## config.mk

```make
export PLATFORM = sky130hd
export DESIGN_NAME = traffic_input_conditioner
export DESIGN_NICKNAME = d
export VERILOG_FILES = /design/src/rtl/traffic_pkg.sv /design/src/rtl/input_debouncer.sv /design/src/rtl/traffic_input_conditioner.sv
export SDC_FILE = /design/constraint.sdc
export NUM_CORES = 1
export LEC_CHECK = 0
export CAP_MARGIN = 10
export CORE_MARGIN = 2
export CORE_UTILIZATION = 60
export CTS_BUF_LIST = sky130_fd_sc_hd__clkbuf_8
export CTS_CLUSTER_SIZE = 12
export DETAILED_ROUTE_END_ITERATION = 10
export GPL_ROUTABILITY_DRIVEN = 0
export PLACE_DENSITY = 0.79
export SETUP_SLACK_MARGIN = 0.1
export SYNTH_ARGS = -nofsm -noshare
export SYNTH_HDL_FRONTEND = slang
export SYNTH_SLANG_ARGS = --single-unit
export TNS_END_PERCENT = 5
```

## constraint.sdc

```tcl
create_clock -name fast_clock -period 4.4 [get_ports fast_clock]
set_input_delay 0.88 -clock fast_clock [delete_from_list [all_inputs] [get_ports fast_clock]]
set_output_delay 0.88 -clock fast_clock [all_outputs]
set_load 0.05 [all_outputs]
```

## src/rtl/traffic_pkg.sv

```systemverilog
// Shared constants for the traffic light controller and its input conditioner.
// Latency: n/a (constants only).
// Backpressure: n/a.
package traffic_pkg;

    localparam logic [2:0] LIGHT_RED    = 3'b100;
    localparam logic [2:0] LIGHT_YELLOW = 3'b010;
    localparam logic [2:0] LIGHT_GREEN  = 3'b001;

    localparam logic [2:0] MAIN_RED    = LIGHT_RED;
    localparam logic [2:0] MAIN_YELLOW = LIGHT_YELLOW;
    localparam logic [2:0] MAIN_GREEN  = LIGHT_GREEN;
    localparam logic [2:0] SIDE_RED    = LIGHT_RED;
    localparam logic [2:0] SIDE_YELLOW = LIGHT_YELLOW;
    localparam logic [2:0] SIDE_GREEN  = LIGHT_GREEN;

    localparam int DEF_DEBOUNCE_CYCLES   = 16;
    localparam int DEF_TICK_DIV          = 50_000_000;
    localparam int DEF_SENSOR_HOLD_TICKS = 3;

endpackage

```

## src/rtl/input_debouncer.sv

```systemverilog
// Two-flop synchroniser followed by a symmetric debounce counter.
// Latency: level follows a raw change DEBOUNCE_CYCLES+1 edges after first sample.
// Backpressure: none; free-running.
module input_debouncer
    import traffic_pkg::*;
#(
    parameter int DEBOUNCE_CYCLES = DEF_DEBOUNCE_CYCLES
) (
    input  logic clk,
    input  logic rst_n,
    input  logic raw,
    output logic level
);

    localparam int CW = $clog2(DEBOUNCE_CYCLES);
    localparam logic [CW-1:0] CNT_LAST = CW'(DEBOUNCE_CYCLES - 1);

    logic          sync1;
    logic          sync2;
    logic [CW-1:0] cnt;

    always_ff @(posedge clk or negedge rst_n) begin
        if (!rst_n) begin
            sync1 <= 1'b0;
            sync2 <= 1'b0;
            level <= 1'b0;
            cnt   <= '0;
        end else begin
            sync1 <= raw;
            sync2 <= sync1;
            // Any cycle agreeing with the stable value restarts the qualification window.
            if (sync2 == level) begin
                cnt <= '0;
            end else if (cnt == CNT_LAST) begin
                level <= sync2;
                cnt   <= '0;
            end else begin
                cnt <= cnt + CW'(1);
            end
        end
    end

endmodule

```

## src/rtl/traffic_input_conditioner.sv

```systemverilog
// Cleans pedestrian/side-road inputs into requests and generates the 1 s tick.
// Latency: walk_req 2+DEBOUNCE_CYCLES edges after raw press; side_req 1 cycle after qualifying tick.
// Backpressure: none; walk_req holds until walk_ack.
module traffic_input_conditioner
    import traffic_pkg::*;
#(
    parameter int DEBOUNCE_CYCLES   = DEF_DEBOUNCE_CYCLES,
    parameter int TICK_DIV          = DEF_TICK_DIV,
    parameter int SENSOR_HOLD_TICKS = DEF_SENSOR_HOLD_TICKS
) (
    input  logic fast_clock,
    input  logic reset,
    input  logic walk_button,
    input  logic side_sensor,
    input  logic walk_ack,
    output logic sec_tick,
    output logic walk_req,
    output logic side_req,
    output logic walk_level,
    output logic side_level
);

    localparam int TW = $clog2(TICK_DIV);
    localparam int HW = $clog2(SENSOR_HOLD_TICKS + 1);
    localparam logic [TW-1:0] TICK_LAST = TW'(TICK_DIV - 1);
    localparam logic [HW-1:0] HOLD_MAX  = HW'(SENSOR_HOLD_TICKS);

    logic          walk_level_d;
    logic          side_level_d;
    logic [TW-1:0] tick_cnt;
    logic [TW-1:0] tick_nxt;
    logic [HW-1:0] hold_cnt;
    logic [HW-1:0] hold_nxt;

    input_debouncer #(
        .DEBOUNCE_CYCLES(DEBOUNCE_CYCLES)
    ) u_walk_db (
        .clk  (fast_clock),
        .rst_n(reset),
        .raw  (walk_button),
        .level(walk_level)
    );

    input_debouncer #(
        .DEBOUNCE_CYCLES(DEBOUNCE_CYCLES)
    ) u_side_db (
        .clk  (fast_clock),
        .rst_n(reset),
        .raw  (side_sensor),
        .level(side_level)
    );

    always_comb begin
        tick_nxt = (tick_cnt == TICK_LAST) ? '0 : tick_cnt + TW'(1);
    end

    // A tick only counts once side_level was already high the cycle before,
    // so the tick coincident with the rising level is ignored.
    always_comb begin
        hold_nxt = hold_cnt;
        if (!side_level) begin
            hold_nxt = '0;
        end else if (sec_tick && side_level_d && (hold_cnt != HOLD_MAX)) begin
            hold_nxt = hold_cnt + HW'(1);
        end
    end

    always_ff @(posedge fast_clock or negedge reset) begin
        if (!reset) begin
            tick_cnt     <= '0;
            sec_tick     <= 1'b0;
            hold_cnt     <= '0;
            side_req     <= 1'b0;
            walk_req     <= 1'b0;
            walk_level_d <= 1'b0;
            side_level_d <= 1'b0;
        end else begin
            tick_cnt     <= tick_nxt;
            sec_tick     <= (tick_nxt == TICK_LAST);
            hold_cnt     <= hold_nxt;
            side_req     <= (hold_nxt == HOLD_MAX);
            walk_level_d <= walk_level;
            side_level_d <= side_level;
            // A fresh press beats a simultaneous acknowledge.
            if (walk_level && !walk_level_d) begin
                walk_req <= 1'b1;
            end else if (walk_ack) begin
                walk_req <= 1'b0;
            end
        end
    end

endmodule

```

==> impl_metrics.env <==
export IMPL_ant_nets=0
export IMPL_die_x_um=65.9
export IMPL_design_die_area_sq_um=4350
export IMPL_total_power_uw=712
export IMPL_seqCellArea_sq_um=1180
export IMPL_yosys_cell_types_count=46
export IMPL_drtIter0Drc=71
export IMPL_pre_cts_ws_ps=1510
export IMPL_finalHoldViolCount=0
export IMPL_initial_core_util=0.624
export IMPL_powerDensity_nw_per_um2=286
export IMPL_port_buffers=9
export IMPL_drc=0
export IMPL_layout_nets=239
export IMPL_r2r_cells=6
export IMPL_grt_max_degree=48
export IMPL_root_buffer="clkbuf_8"
export IMPL_postCtsSetupBuffers=0
export IMPL_dp_final_hpwl_um=2880
export IMPL_yosysSeqAreaShare=0.511
export IMPL_gr_usage_all_layers=0.209
export IMPL_drv_slew=0
export IMPL_synth_most_common_cell="dfrtp_1"
export IMPL_utilization=0.676
export IMPL_synth_nets=233
export IMPL_cts_buffer_depth=2
export IMPL_status="completed"
export IMPL_synth_edf_count=0
export IMPL_clk_pin_slew_ps=80
export IMPL_rows=22
export IMPL_synth_area_leaders="dfrtp_1 (51%), xnor2_1 (5.3%), xor2_1 (3.4%), nand3_1 (3.0%), nand4_1 (3.0%)"
export IMPL_worstPathArrival_ps=3130
export IMPL_cts_tree="built"
export IMPL_synth_top_area_share=0.511
export IMPL_gr_total_overflow=0
export IMPL_synth_cells=224
export IMPL_syn_cell_area_sq_um=2300
export IMPL_finClkSkew_ps=3.04
export IMPL_cp_end_kind="flop"
export IMPL_num_fill_cells=301
export IMPL_cts_hold_buf=0
export IMPL_finalWorstSetupSlack_ps=1480
export IMPL_fmax_mhz=343
export IMPL_routed_wl_um=4040
export IMPL_design_core_area_sq_um=3690
export IMPL_slew_headroom=0.347
export IMPL_antenna_found_initial=0
export IMPL_grt_pass1_vias=1547
export IMPL_crit_type="flop to flop"
export IMPL_synth_main_ff_cell="dfrtp_1"
export IMPL_layout_min_cycle_time_ps=2920
export IMPL_antenna_cells=0
export IMPL_async_flop_share=1.00
export IMPL_maxCapViolations=0
export IMPL_rsz0062_at_grt="false"
export IMPL_route_vias_total=1679
export IMPL_netlist_top_cell_by_area="dfrtp_1"
export IMPL_peakVddDrop_mv=0.175
export IMPL_die_h_um=65.9
export IMPL_p_leak_nw=1.06
export IMPL_cts_resized=0
export IMPL_ys_seq_elements=47
export IMPL_crit_fanout=12
export IMPL_clock_sinks=47
export IMPL_multi_input_area_sq_um=1050
export IMPL_final_layout_size_suffix_gt1_frac=0.0779
export IMPL_max_slew_worst_pin_slew_ps=979
export IMPL_yosysWarnings=0
export IMPL_pin_count=10
export IMPL_clock_latency_ps=300
export IMPL_htreeDepth=2
export IMPL_final_setup_tns_ps=0
export IMPL_cts_buffers=5
export IMPL_fin_crit_sh=0.663
export IMPL_drtPass1Iterations=4
export IMPL_syn_area_per_cell_sq_um=10.3
export IMPL_hp_class="flop to flop"
export IMPL_netlist_top_cells_count="dfrtp_1 (47), nor2_1 (18), nand3_1 (14), xnor2_1 (14)"
export IMPL_min_path_cells=0
export IMPL_cp_start_kind="flop"
export IMPL_setup_viol=0
export IMPL_cp_data_required_time_ps=4610
export IMPL_avgViaCountPerCell=6.02
export IMPL_routedWlPerCell_um=14.5
export IMPL_grt_pass1_wl_um=6870
export IMPL_area_growth_pct=8.26
==> power breakdown <==
part           switching, mW  internal (mW)  total [mW]
clock                  0.139          0.109       0.247
combinational         0.0128        0.00839      0.0212
sequential           0.00547          0.438       0.443
total                  0.157          0.555       0.712
==> cell usage in the layout, fill, tap and decap left out, types with 2 or more instances in the layout <==
cell type	count
or4_1	3
nor3b_1	3
a21oi_1	7
nand2_1	11
nand3_1	14
o21ai_0	6
nor2_1	18
a2111o_1	2
o2111ai_1	2
or3_1	4
nor3_1	7
nand4_1	11
nor4_2	2
nor2b_1	4
or2_2	2
nor4_1	4
mux2_2	3
nand4b_1	3
ha_1	4
clkbuf_8	5
xor2_1	9
inv_1	11
clkdlybuf4s50_1	8
xnor2_1	14
o21bai_1	2
and2_1	3
and4_1	2
o31ai_1	2
dfrtp_1	47
==> state kept, by name (all words and copies together), names as in the netlist, 2 cells and up <==
register	count
u_side_db.cnt	4
u_walk_db.cnt	4
hold_cnt	2
tick_cnt	26
==> final cells by class <==
cell class | count | area share
flip-flops and latches | 47 | 0.472
multi-input cells | 157 | 0.421
repair buffers | 9 | 0.0341
clock buffers | 5 | 0.0276
well taps | 48 | 0.0241
inverters | 10 | 0.0151
clock inverters | 3 | 0.00653
==> worst paths after layout <==
path	from	to	slack [ps]
max	tick_cnt[0]$_DFF_PN0_	sec_tick$_DFF_PN0_	1480
min	u_walk_db.sync1$_DFF_PN0_	u_walk_db.sync2$_DFF_PN0_	350
max reg2reg	tick_cnt[0]$_DFF_PN0_	sec_tick$_DFF_PN0_	1480
min reg2reg	u_walk_db.sync1$_DFF_PN0_	u_walk_db.sync2$_DFF_PN0_	350
max in group asynchronous	reset	tick_cnt[3]$_DFF_PN0_	3060
min in group asynchronous	reset	u_walk_db.cnt[3]$_DFF_PN0_	730
==> layer usage <==
layer / part of all wire / global-route usage / wire length, um / up-vias
li1: - / - / - / 817
met4: 0.017 / 0.0867 / 70 / 0
met5: 0 / 0 / 0 / -
met2: 0.46 / 0.335 / 1880 / 46
met1: 0.47 / 0.279 / 1890 / 809
met3: 0.049 / 0.0409 / 197 / 7
==> cell families after synthesis <==
| kind of cell | count (synthesis) | synth area share |
|---|---|---|
| AO/OA/AOI/OAI | 29 | 0.0880 |
| XOR/XNOR | 23 | 0.0875 |
| adder cells (fa/ha/maj) | 4 | 0.0217 |
| buffers and inverters | 20 | 0.0337 |
| flip-flops | 47 | 0.511 |
| multiplexers | 4 | 0.0190 |
| AND/OR/NAND/NOR | 97 | 0.239 |
==> through the flow <==
| step | hold WS (ps) | instances | cell area (sq um) |
|---|---|---|---|
| after detailed placement | 337 | 271 | 2410 |
| after global placement | 333 | 271 | 2410 |
| after CTS | 356 | 279 | 2490 |
| final | 353 | 279 | 2490 |
| after floorplan | 331 | 224 | 2300 |
| after global routing | 360 | 279 | 2490 |
==> worst max-delay path, stage by stage (launching register included) <==
cell	delay (ps)
dfrtp_1	430
ha_1	300
nand2_1	130
or4_1	710
or4_1	560
a2111o_1	430
nor4_2	270
Note: power is estimated with default switching activity, not from simulation.
